**src/rtl/lab2_proc_decode_imm_sched.sv**
```systemverilog
// Decode-stage instruction buffer with immediate-type classification.
// Instructions are classified once at enqueue and then held in a small
// circular FIFO. The head entry drives D combinationally. Dequeuing an
// illegal opcode parks the block in HALT until reset.
`timescale 1ns/1ps
module lab2_proc_decode_imm_sched #(
    parameter int DEPTH = 2
) (
    input  logic        clk,
    input  logic        reset,
    input  logic        in_val,
    output logic        in_rdy,
    input  logic [31:0] in_inst,
    output logic        out_val,
    input  logic        out_rdy,
    output logic [31:0] out_inst,
    output logic [2:0]  out_imm_type,
    output logic        out_imm_used,
    output logic        out_illegal,
    input  logic        squash,
    output logic [3:0]  occupancy,
    output logic        halted
);

    localparam int PW = (DEPTH > 1) ? $clog2(DEPTH) : 1;

    typedef enum logic {RUN, HALT} state_t;

    typedef struct packed {
        logic [31:0] inst;
        logic [2:0]  imm_type;
        logic        imm_used;
        logic        illegal;
    } entry_t;

    state_t        state;
    logic [PW-1:0] head;
    logic [PW-1:0] tail;
    logic [3:0]    occ;
    entry_t        mem [DEPTH];
    entry_t        in_ent;
    entry_t        head_ent;
    logic          enq;
    logic          deq;

    // Wrap a pointer at DEPTH-1 so non-power-of-two depths stay in range.
    function automatic logic [PW-1:0] ptr_next(input logic [PW-1:0] p);
        return (p == PW'(DEPTH - 1)) ? '0 : p + PW'(1);
    endfunction

    // Classify the incoming opcode; the result is stored alongside the entry.
    always_comb begin
        in_ent          = '0;
        in_ent.inst     = in_inst;
        case (in_inst[6:0])
            7'b0000011, 7'b0010011,
            7'b1100111, 7'b1110011: begin in_ent.imm_type = 3'd0; in_ent.imm_used = 1'b1; end
            7'b0100011:             begin in_ent.imm_type = 3'd1; in_ent.imm_used = 1'b1; end
            7'b1100011:             begin in_ent.imm_type = 3'd2; in_ent.imm_used = 1'b1; end
            7'b0110111, 7'b0010111: begin in_ent.imm_type = 3'd3; in_ent.imm_used = 1'b1; end
            7'b1101111:             begin in_ent.imm_type = 3'd4; in_ent.imm_used = 1'b1; end
            7'b0110011:             begin in_ent.imm_type = 3'd0; in_ent.imm_used = 1'b0; end
            default:                begin in_ent.imm_type = 3'd0; in_ent.illegal  = 1'b1; end
        endcase
    end

    // Handshakes depend only on registered state, so out_rdy never reaches in_rdy.
    assign in_rdy       = (state == RUN) && (occ < 4'(DEPTH));
    assign out_val      = (state == RUN) && (occ != 4'd0);
    assign enq          = in_val && in_rdy;
    assign deq          = out_val && out_rdy;
    assign head_ent     = mem[head];
    assign out_inst     = head_ent.inst;
    assign out_imm_type = head_ent.imm_type;
    assign out_imm_used = head_ent.imm_used;
    assign out_illegal  = head_ent.illegal;
    assign occupancy    = occ;
    assign halted       = (state == HALT);

    // Entry storage needs no reset; only occupancy decides what is live.
    always_ff @(posedge clk) begin
        if (enq && !squash)
            mem[tail] <= in_ent;
    end

    // Pointers, occupancy and RUN/HALT state; squash outranks everything but reset.
    always_ff @(posedge clk or posedge reset) begin
        if (reset) begin
            state <= RUN;
            head  <= '0;
            tail  <= '0;
            occ   <= '0;
        end else if (squash) begin
            // A same-cycle dequeue was already sampled by D; just drop the rest.
            occ  <= '0;
            head <= tail;
        end else begin
            if (deq && out_illegal)
                state <= HALT;
            case ({enq, deq})
                2'b10: begin
                    tail <= ptr_next(tail);
                    occ  <= occ + 4'd1;
                end
                2'b01: begin
                    head <= ptr_next(head);
                    occ  <= occ - 4'd1;
                end
                2'b11: begin
                    tail <= ptr_next(tail);
                    head <= ptr_next(head);
                end
                default: ;
            endcase
        end
    end

endmodule

```
**config.mk**
```make
export PLATFORM = sky130hd
export DESIGN_NAME = lab2_proc_decode_imm_sched
export DESIGN_NICKNAME = d
export VERILOG_FILES = /design/src/rtl/lab2_proc_decode_imm_sched.sv
export SDC_FILE = /design/constraint.sdc
export NUM_CORES = 1
export LEC_CHECK = 0
export CAP_MARGIN = 5
export CORE_ASPECT_RATIO = 1.1
export CORE_MARGIN = 10
export CORE_UTILIZATION = 49
export DETAILED_ROUTE_END_ITERATION = 7
export PLACE_DENSITY = 0.8
export SLEW_MARGIN = 20
export SYNTH_ARGS = -nofsm -noshare
export SYNTH_HDL_FRONTEND = slang
export SYNTH_SLANG_ARGS = --single-unit
```
**constraint.sdc**
```tcl
create_clock -name clk -period 4.8 [get_ports clk]
set_input_delay 0.96 -clock clk [delete_from_list [all_inputs] [get_ports clk]]
set_output_delay 0.96 -clock clk [all_outputs]
set_load 0.01 [all_outputs]
```
==> reports/metrics.yaml, run 1 <==
route:
  via_per_inst: 5.30
  wl_um: 6420
  ant_nets: 0
  first_pass_iters: 4
  initialDrtViolationCount: 121
  wl_per_cell_um: 18.0
  vias: 1886
  drc_errors: 0
setup_path:
  critPathRequiredTime_ns: 3.84
  path_max_fanout: 38
  cp.arrival_ns: 2.22
  worstSetupStartpointType: "flip-flop"
  critPathCaptureType: "primary output"
  path_class: "flip-flop to primary output"
power:
  peakVddDrop_mv: 0.291
  power_per_cell_area_nw_per_um2: 482
  leakage_nw: 1.49
final_layout:
  multi_input_area_um2: 833
  insertedDiodeCount: 0
  regArea_um2: 2400
  drive_gt1_share_pct: 22.3
  final_cells: 356
  nets: 309
  syn_to_final_growth_pct: 34.5
  fillers: 472
placement:
  portBuffers: 80
  pre_cts_ws_ns: 1.52
  dp_hpwl_um: 4400
  place_inst: 340
  gp_congestion: 0.807
clock_network:
  cts-resized-gates: 0
  cts_made_buffers: 9
  cts_root_buffer: "clkbuf_8"
  clkLatencyLatePin_ns: 0.34
  post_cts_buffers: 0
  cts_tree: "built"
  htree_levels: 3
  clk_pin_slew_worst_paths_ns: 0.07
  hold_buffers: 0
  cts_buffer_depth: 2
  cts.sinks: 81
yosys:
  synthFlopType: "edfxtp_1"
  synthCells: 181
  yosysMostFrequentCell: "edfxtp_1"
  synth_area_leaders: "edfxtp_1 (68%), mux2_2 (13%), dfrtp_1 (5.4%)"
  synth_top_area_cell: "edfxtp_1"
  yosysTopAreaCellShare_pct: 68.3
  synth.yosys.warnings: 0
  syn_avg_cell_area_um2: 18.0
  synth_nets: 221
  synth_cell_types: 36
  ys_seq_elements: 81
  netlist_area_um2: 3250
  ys_seq_area_share_pct: 73.7
  async_flop_share_pct: 8.64
  synth_common_cells: "edfxtp_1 (74), mux2_2 (37), nand2_1 (9)"
  synth_edf_count: 74
floorplanning:
  dieArea_um2: 10300
  io_pins: 81
  die_w_um: 97.7
  die_h_um: 105
  rows: 31
  start_util_pct: 49.9
  coreArea_um2: 6520
timing:
  setup-violations-final: 0
  slew_headroom_pct: 40.5
  worst_pin_slew_ns: 0.893
  rsz0062_at_grt: "false"
  worst_slack_ns: 1.62
  drv_slew: 0
  max_freq_ghz: 0.315
  period_needed_ns: 3.18
  setup_tns_ns: 0
  fin_skew_ns: 0.0105
  finalHoldViolations: 0
  period_share_pct: 66.2
status:
  status: "completed"
grt:
  grt_first_pass_wirelength_um: 10400
  grt_pass1_vias: 2031
  grt_max_degree: 39
  grt-ovfl-total: 0
  antenna_found_initial: 0
  grt_usage_pct: 12.8
hold_path:
  hold_path.class: "flip-flop to flip-flop"
job:
  cap_violations: 0
-- area by class of cell --
cell class / instances / area share [%]
flip-flops and latches: 81 / 54.8
multi-input cells: 93 / 19.0
repair buffers: 81 / 18.8
clock buffers: 10 / 2.92
well taps: 82 / 2.34
clock inverters: 6 / 1.89
inverters: 3 / 0.257
-- power breakdown --
group	total, mW	switching [mW]	internal [mW]	leakage [nW]
Combinational	0.643	0.247	0.397	0.631
Clock	0.521	0.231	0.290	0.0976
Sequential	0.948	0.103	0.844	0.757
Total	2.11	0.581	1.53	1.49
-- critical path: stages (launching register included) --
cell and delay, ns:
dfrtp_2 0.94, mux2_2 0.44, clkdlybuf4s50_1 0.49
-- logic make-up (layout without fill, tap and decap cells) --
logic type	count (synthesis)	in the layout	share of synthesized area, %
XOR/XNOR	3	3	0.808
multiplexers	39	39	13.4
buffers and inverters	7	100	0.922
adder cells (fa/ha/maj)	3	3	1.38
AO/OA/AOI/OAI	15	15	3.81
flip-flops	81	81	73.7
AND/OR/NAND/NOR	33	33	6.00
-- through the flow --
step                      instance area, µm²  util (%)  total power [mW]  hold slack [ns]
after floorplan                         3250         -              1.28            0.477
after global placement                  4170      63.9              1.61            0.515
after detailed placement                4170      63.9              1.62            0.520
after CTS                               4380      67.2              2.14            0.537
after global routing                    4380      67.2              2.22            0.579
final                                   4380      67.2              2.11            0.533
-- cell usage in the layout, fill, tap and decap left out, drive strengths merged, types with 2 or more instances in the layout --
cell type,count
clkdlybuf4s50,80
edfxtp,74
mux2,37
clkbuf,10
nand2,9
dfrtp,7
nor2,6
nor3,5
inv,3
o21ai,3
nor4,3
xnor2,2
mux2i,2
nand3,2
a31oi,2
nor2b,2
a21oi,2
ha,2
clkinv,2
bufinv,2
clkinvlp,2
-- final timing paths --
path                              start              end  slack (ns)  cells after the start
max in group asynchronous         reset             head        3.68                      2
max                                head  out_imm_type[0]        1.62                      2
min in group asynchronous         reset     occupancy[1]        0.86                      2
max reg2reg                occupancy[2]     occupancy[3]        2.32                      7
min reg2reg                        tail             tail        0.53                      1
min                                tail             tail        0.53                      1
-- metal layers --
metal	GRT usage [%]	up-vias	routed length, µm
met5	0	-	0
met4	4.99	0	71
met3	5.55	4	436
met2	21.4	52	3410
met1	14.0	942	2510
li1	-	888	-
-- registers in the layout, summed over array words and instances (netlist names) --
name,flops
head,1
halted,1
mem,74
tail,1
occupancy,4
Power figures use the tool's default switching activity.
==> run 2, diff against run 1 <==
Settings changed: CORE_UTILIZATION 49 to 44, PLACE_DENSITY 0.8 to 0.75.
Clock period 4.8 ns to 2.9 ns, I/O delays scaled along.
==> run 2 against run 1 <==
Against the previous run:
- non-clock buffer count is 5 higher
- sequential power increased by 56%
- flip-flop and latch count did not move
- wire length increased by 4.6%
- die area up 9.1%
- critical endpoint is now out_val
==> reports/metrics.yaml, run 2 (same netlist as run 1, synthesis figures left out) <==
clock_network:
  cts-resized-gates: 0  # unchanged
  htree_levels: 3  # unchanged
  cts_tree: "built"
  cts_root_buffer: "clkbuf_8"
  post_cts_buffers: 0  # unchanged
  clk_pin_slew_worst_paths_ns: 0.08  # about the same
  hold_buffers: 0  # unchanged
  cts_buffer_depth: 2  # unchanged
  cts.sinks: 81  # unchanged
  clkLatencyLatePin_ns: 0.34  # about the same
  cts_made_buffers: 9  # unchanged
setup_path:
  path_max_fanout: 5  # -87%
  r2r_cells: 7  # unchanged
  path_class: "flip-flop to primary output"
  rrSetupSlack_ns: 0.50  # -1.82 ns
  r2r_end: "occupancy[3]"
  worstPathCellList: "nor4_2 -> nor2_1 -> clkdlybuf4s50_1"
  critPathTopFamily: "simple AND/OR/NAND/NOR gates"
  crit_path_top_delay_cell: "nor4_2"
  regToRegStartpoint: "occupancy[2]"
  max_stage_delay_ns: 0.54  # -0.40 ns
  critPathRequiredTime_ns: 2.32  # -1.52 ns
  critPathBufInv: 1  # unchanged
  critPathCaptureType: "primary output"
  cp.arrival_ns: 1.93  # -0.29 ns
  worstSetupStartpointType: "flip-flop"
timing:
  setup_tns_ns: 0  # unchanged
  period_needed_ns: 2.51
  setup-violations-final: 0  # unchanged
  fin_skew_ns: 0.00901  # -0.00145 ns
  rsz0062_at_grt: "false"
  finalHoldViolations: 0  # unchanged
  max_freq_ghz: 0.398
  drv_slew: 0  # unchanged
  whs_ns: 0.457  # -0.0758 ns
  worst_pin_slew_ns: 0.516  # -0.378 ns
  slew_headroom_pct: 65.3  # +25 points
  period_share_pct: 86.5
route:
  drc_errors: 0  # unchanged
  ant_nets: 0  # unchanged
  first_pass_iters: 4  # unchanged
  wl_um: 6720  # +4.6%
  wl_per_cell_um: 18.4  # +2.3%
  via_per_inst: 5.22  # -1.5%
  vias: 1899  # +0.69%
  initialDrtViolationCount: 54  # -55%
grt:
  grt_usage_pct: 12.3  # -0.49 points
  grt-ovfl-total: 0  # unchanged
  grt_pass1_vias: 1965  # -3.2%
  antenna_found_initial: 0  # unchanged
  grt_first_pass_wirelength_um: 10200  # -2.1%
  grt_max_degree: 38  # -2.6%
floorplanning:
  start_util_pct: 45.7  # -4.3 points
  dieArea_um2: 11200  # +9.1%
  die_w_um: 102  # +4.4%
  rows: 32  # +3.2%
  io_pins: 81  # unchanged
  coreArea_um2: 7130  # +9.4%
  die_h_um: 110  # +4.5%
power:
  p_switching_mw: 0.983  # +69%
  seq_power_share_pct: 41.7  # -3.2 points
  switching_share_pct: 27.8  # +0.25 points
  p_total_mw: 3.54  # +68%
  p_clk_share_pct: 24.5  # -0.2 points
  combinationalPowerShare_pct: 33.8  # +3.3 points
  leakage_nw: 1.52  # +2.6%
  power_per_cell_area_nw_per_um2: 800  # +66%
  internal_power_mw: 2.56  # +67%
  peakVddDrop_mv: 0.465  # +60%
final_layout:
  regArea_um2: 2400  # unchanged
  top_register: "mem"
  drive_gt1_share_pct: 24.0  # +1.8 points
  multi_input_area_um2: 840  # +0.75%
  final_area_um2: 4420  # +1.1%
  nets: 314  # +1.6%
  syn_to_final_growth_pct: 35.9
  layout_common_cells: "clkdlybuf4s50_1 (80), edfxtp_1 (74), mux2_2 (37)"
  layout_commonest_cell: "clkdlybuf4s50_1"
  fillers: 562  # +19%
  fin_util_pct: 62.1  # -5.1 points
  largest_reg_flops: 74  # unchanged
  insertedDiodeCount: 0  # unchanged
placement:
  gp_congestion: 0.823  # +1.9%
  portBuffers: 80  # unchanged
  placed_area_um2: 4210  # +1.1%
  dp_hpwl_um: 4760  # +8.3%
hold_path:
  hold_path.class: "input pin to async pin"
job:
  cap_violations: 0  # unchanged
status:
  status: "completed"
run 2: final cells by class:
type | count | share of cell area [%]
multi-input combinational | 93 | 19.0
clock buffer | 10 | 2.88
timing repair buffer | 86 | 19.4
tap | 85 | 2.40
sequential | 81 | 54.2
inverter | 3 | 0.255
clock inverter | 6 | 1.87
run 2: worst max path at each step:
stage / start / to / slack, ns / depth (start not counted)
5_1_grt: occupancy[2] / out_val / 0.31 / 3
2_1_floorplan: halted / mem[1][0] / 0.32 / 4
3_3_place_gp: out_rdy / occupancy[3] / 0.23 / 8
3_5_place_dp: out_rdy / occupancy[3] / 0.16 / 8
6_report: occupancy[2] / out_val / 0.39 / 3
4_1_cts: head / out_imm_type[1] / 0.37 / 3
run 2: per-stage QoR:
step           setup slack (ns)  instances
5_1_grt                   0.310        364
6_report                  0.391        364
3_5_place_dp              0.164        348
3_3_place_gp              0.226        348
4_1_cts                   0.366        364
2_1_floorplan             0.315        181
run 2: routing by layer:
layer | track usage, % | share of wire [%]
met1 | 12.6 | 38
met2 | 21.9 | 55
met3 | 4.73 | 5.5
met4 | 5.14 | 1.5
met5 | 0 | 0
run 2: power by group through the flow:
stage / combinational [mW] / clock [mW] / sequential [mW]
floorplan: 0.624 / 0 / 1.50
global placement: 1.21 / 0 / 1.50
detailed placement: 1.22 / 0 / 1.50
CTS: 1.23 / 0.896 / 1.48
global route: 1.29 / 0.943 / 1.49
finish: 1.20 / 0.867 / 1.48
==> run 3, diff against run 2 <==
Settings changed: CORE_UTILIZATION 44 to 56, DONT_BUFFER_PORTS set to 1, PLACE_DENSITY 0.75 to 0.74.
==> run 3 against run 2 <==
Against the previous run:
- non-clock buffer count shrank 82
- combinational power is 39% lower
- global-route usage grew 0.61 points
- clock-buffer cell count down 1
- core utilization is 0.58 points higher
- clock power shrank 19%
- register-to-register slack got worse by 0.23 ns
- sequential power grew 3%
- final cell count is 25% lower
- critical path type is now flip-flop to flip-flop
- critical endpoint is now occupancy[3]
- largest cell class unchanged
==> reports/metrics.yaml, run 3 (same netlist as run 1, synthesis figures left out) <==
setup_path:
  rrSetupSlack_ns: 0.27  # -0.23 ns
  worstSetupStartpointType: "flip-flop"
  crit_path_top_delay_cell: "nor4_2"
  critPathRequiredTime_ns: 3.13  # +0.81 ns
  regToRegStartpoint: "occupancy[2]"
  path_max_fanout: 10  # +5
  worstPathCellList: "nor4_2 -> a211oi_4 -> ha_1 -> a21oi_1 -> nand2_1 -> or4b_1 -> o311ai_1"
  r2r_end: "occupancy[3]"
  cp.arrival_ns: 2.86  # +0.93 ns
  critPathTopFamily: "simple AND/OR/NAND/NOR gates"
  r2r_cells: 7  # unchanged
  max_stage_delay_ns: 0.59  # +0.05 ns
  critPathCaptureType: "flip-flop"
  path_class: "flip-flop to flip-flop"
  critPathBufInv: 0  # -1
floorplanning:
  die_h_um: 100  # -9.3%
  start_util_pct: 57.1  # +11 points
  coreArea_um2: 5700  # -20%
  die_w_um: 92.7  # -9.1%
  rows: 29  # -9.4%
  io_pins: 81  # unchanged
  dieArea_um2: 9260  # -18%
route:
  initialDrtViolationCount: 42  # -22%
  wl_per_cell_um: 21.3  # +15%
  ant_nets: 0  # unchanged
  first_pass_iters: 4  # unchanged
  drc_errors: 0  # unchanged
  wl_um: 5830  # -13%
  via_per_inst: 5.76  # +10%
  vias: 1577  # -17%
final_layout:
  layout_common_cells: "edfxtp_1 (74), mux2_2 (37), nand2_1 (9), clkbuf_8 (9), dfrtp_1 (7)"
  nets: 232  # -26%
  top_register: "mem"
  layout_commonest_cell: "edfxtp_1"
  insertedDiodeCount: 0  # unchanged
  syn_to_final_growth_pct: 9.69
  drive_gt1_share_pct: 33.0  # +9.0 points
  largest_reg_flops: 74  # unchanged
clock_network:
  cts_buffer_depth: 2  # unchanged
  cts_tree: "built"
  clkLatencyLatePin_ns: 0.35  # about the same
  cts_root_buffer: "clkbuf_8"
  cts-resized-gates: 0  # unchanged
  hold_buffers: 0  # unchanged
  clk_pin_slew_worst_paths_ns: 0.08  # about the same
  post_cts_buffers: 0  # unchanged
  cts.sinks: 81  # unchanged
  cts_made_buffers: 9  # unchanged
  htree_levels: 3  # unchanged
timing:
  setup-violations-final: 0  # unchanged
  finalHoldViolations: 0  # unchanged
  period_needed_ns: 2.63  # +0.116 ns
  period_share_pct: 90.5  # +4.0 points
  setup_tns_ns: 0  # unchanged
  drv_slew: 0  # unchanged
  slew_headroom_pct: 61.2  # -4.1 points
  rsz0062_at_grt: "false"
  fin_skew_ns: 0.00846  # -0.000551 ns
  worst_pin_slew_ns: 0.581  # +0.0659 ns
  whs_ns: 0.0478  # -0.410 ns
  worst_slack_ns: 0.274  # -0.116 ns
  max_freq_ghz: 0.381  # -4.4%
grt:
  grt_first_pass_wirelength_um: 8950  # -12%
  antenna_found_initial: 0  # unchanged
  grt_pass1_vias: 1664  # -15%
  grt-ovfl-total: 0  # unchanged
  grt_usage_pct: 12.9  # +0.61 points
  grt_max_degree: 38  # unchanged
hold_path:
  hold_path.class: "input pin to async pin"
power:
  seq_power_share_pct: 51.5  # +9.8 points
  switching_share_pct: 31.0  # +3.3 points
  leakage_nw: 1.18  # -22%
  combinationalPowerShare_pct: 24.8  # -9.0 points
  p_clk_share_pct: 23.8  # -0.7 points
  power_per_cell_area_nw_per_um2: 829  # +3.7%
  internal_power_mw: 2.04  # -20%
  p_switching_mw: 0.919  # -6.5%
  peakVddDrop_mv: 0.431  # -7.4%
job:
  cap_violations: 0  # unchanged
placement:
  dp_hpwl_um: 4150  # -13%
  gp_congestion: 0.697  # -15%
  pre_cts_ws_ns: 0.328  # +0.164 ns
  portBuffers: 0  # -100%
status:
  status: "completed"
## run 3: cell types whose count changed in the layout (fill, tap and decap cells not counted)
cell / previous run / this run
clkbuf_1: 1 / 0
clkinvlp_4: 0 / 2
clkdlybuf4s50_1: 80 / 0
dfrtp_2: 1 / 0
dfrtp_1: 6 / 7
inv_6: 0 / 1
buf_12: 1 / 2
buf_4: 5 / 2
bufinv_16: 2 / 0
## run 3: per-layer routing
| layer | part of all wire, % | GRT usage, % | up-vias |
|---|---|---|---|
| li1 | - | - | 724 |
| met1 | 35 | 12.7 | 790 |
| met2 | 54 | 22.1 | 58 |
| met3 | 10 | 6.79 | 5 |
| met4 | 1.3 | 5.70 | 0 |
| met5 | 0 | 0 | - |
## run 3: worst max-delay path by stage
stage / start / end / slack, ns / cells after the start
6_report: occupancy[2] / occupancy[3] / 0.27 / 7
5_1_grt: halted / occupancy[3] / 0.13 / 7
4_1_cts: occupancy[2] / occupancy[3] / 0.30 / 7
3_5_place_dp: occupancy[2] / occupancy[3] / 0.33 / 7
3_3_place_gp: halted / occupancy[3] / 0.50 / 7
2_1_floorplan: halted / mem[1][0] / 0.32 / 4
## run 3: power groups by stage
stage                     clock network, mW  registers, mW  logic, mW
after floorplan                           0           1.50      0.624
after global routing                  0.764           1.54      0.794
final                                 0.704           1.52      0.733
after detailed placement                  0           1.55      0.750
after global placement                    0           1.54      0.728
after CTS                             0.720           1.53      0.754
## run 3: worst register-to-register path, stage by stage, from the launching register on
cell	delay, ns
dfrtp_1	0.50
nor4_2	0.59
a211oi_4	0.14
ha_1	0.37
a21oi_1	0.16
nand2_1	0.11
or4b_1	0.54
o311ai_1	0.11
## run 3: through the flow
stage	total power [mW]	area, µm²	utilization, %	std cells
after detailed placement	2.30	3400	59.7	258
final	2.96	3570	62.7	274
after floorplan	2.13	3270	-	181
after global routing	3.10	3570	62.7	274
after CTS	3.00	3570	62.7	274
after global placement	2.27	3400	59.7	258
## run 3: final cells by class
cell class / instances / area, µm²
Inverter: 3 / 11.3
Fill cell: 407 / 2130
Clock inverter: 7 / 46.3
Tap cell: 77 / 96.3
Timing Repair Buffer: 4 / 55.1
Sequential cell: 81 / 2400
Clock buffer: 9 / 124
Multi-Input combinational cell: 93 / 840
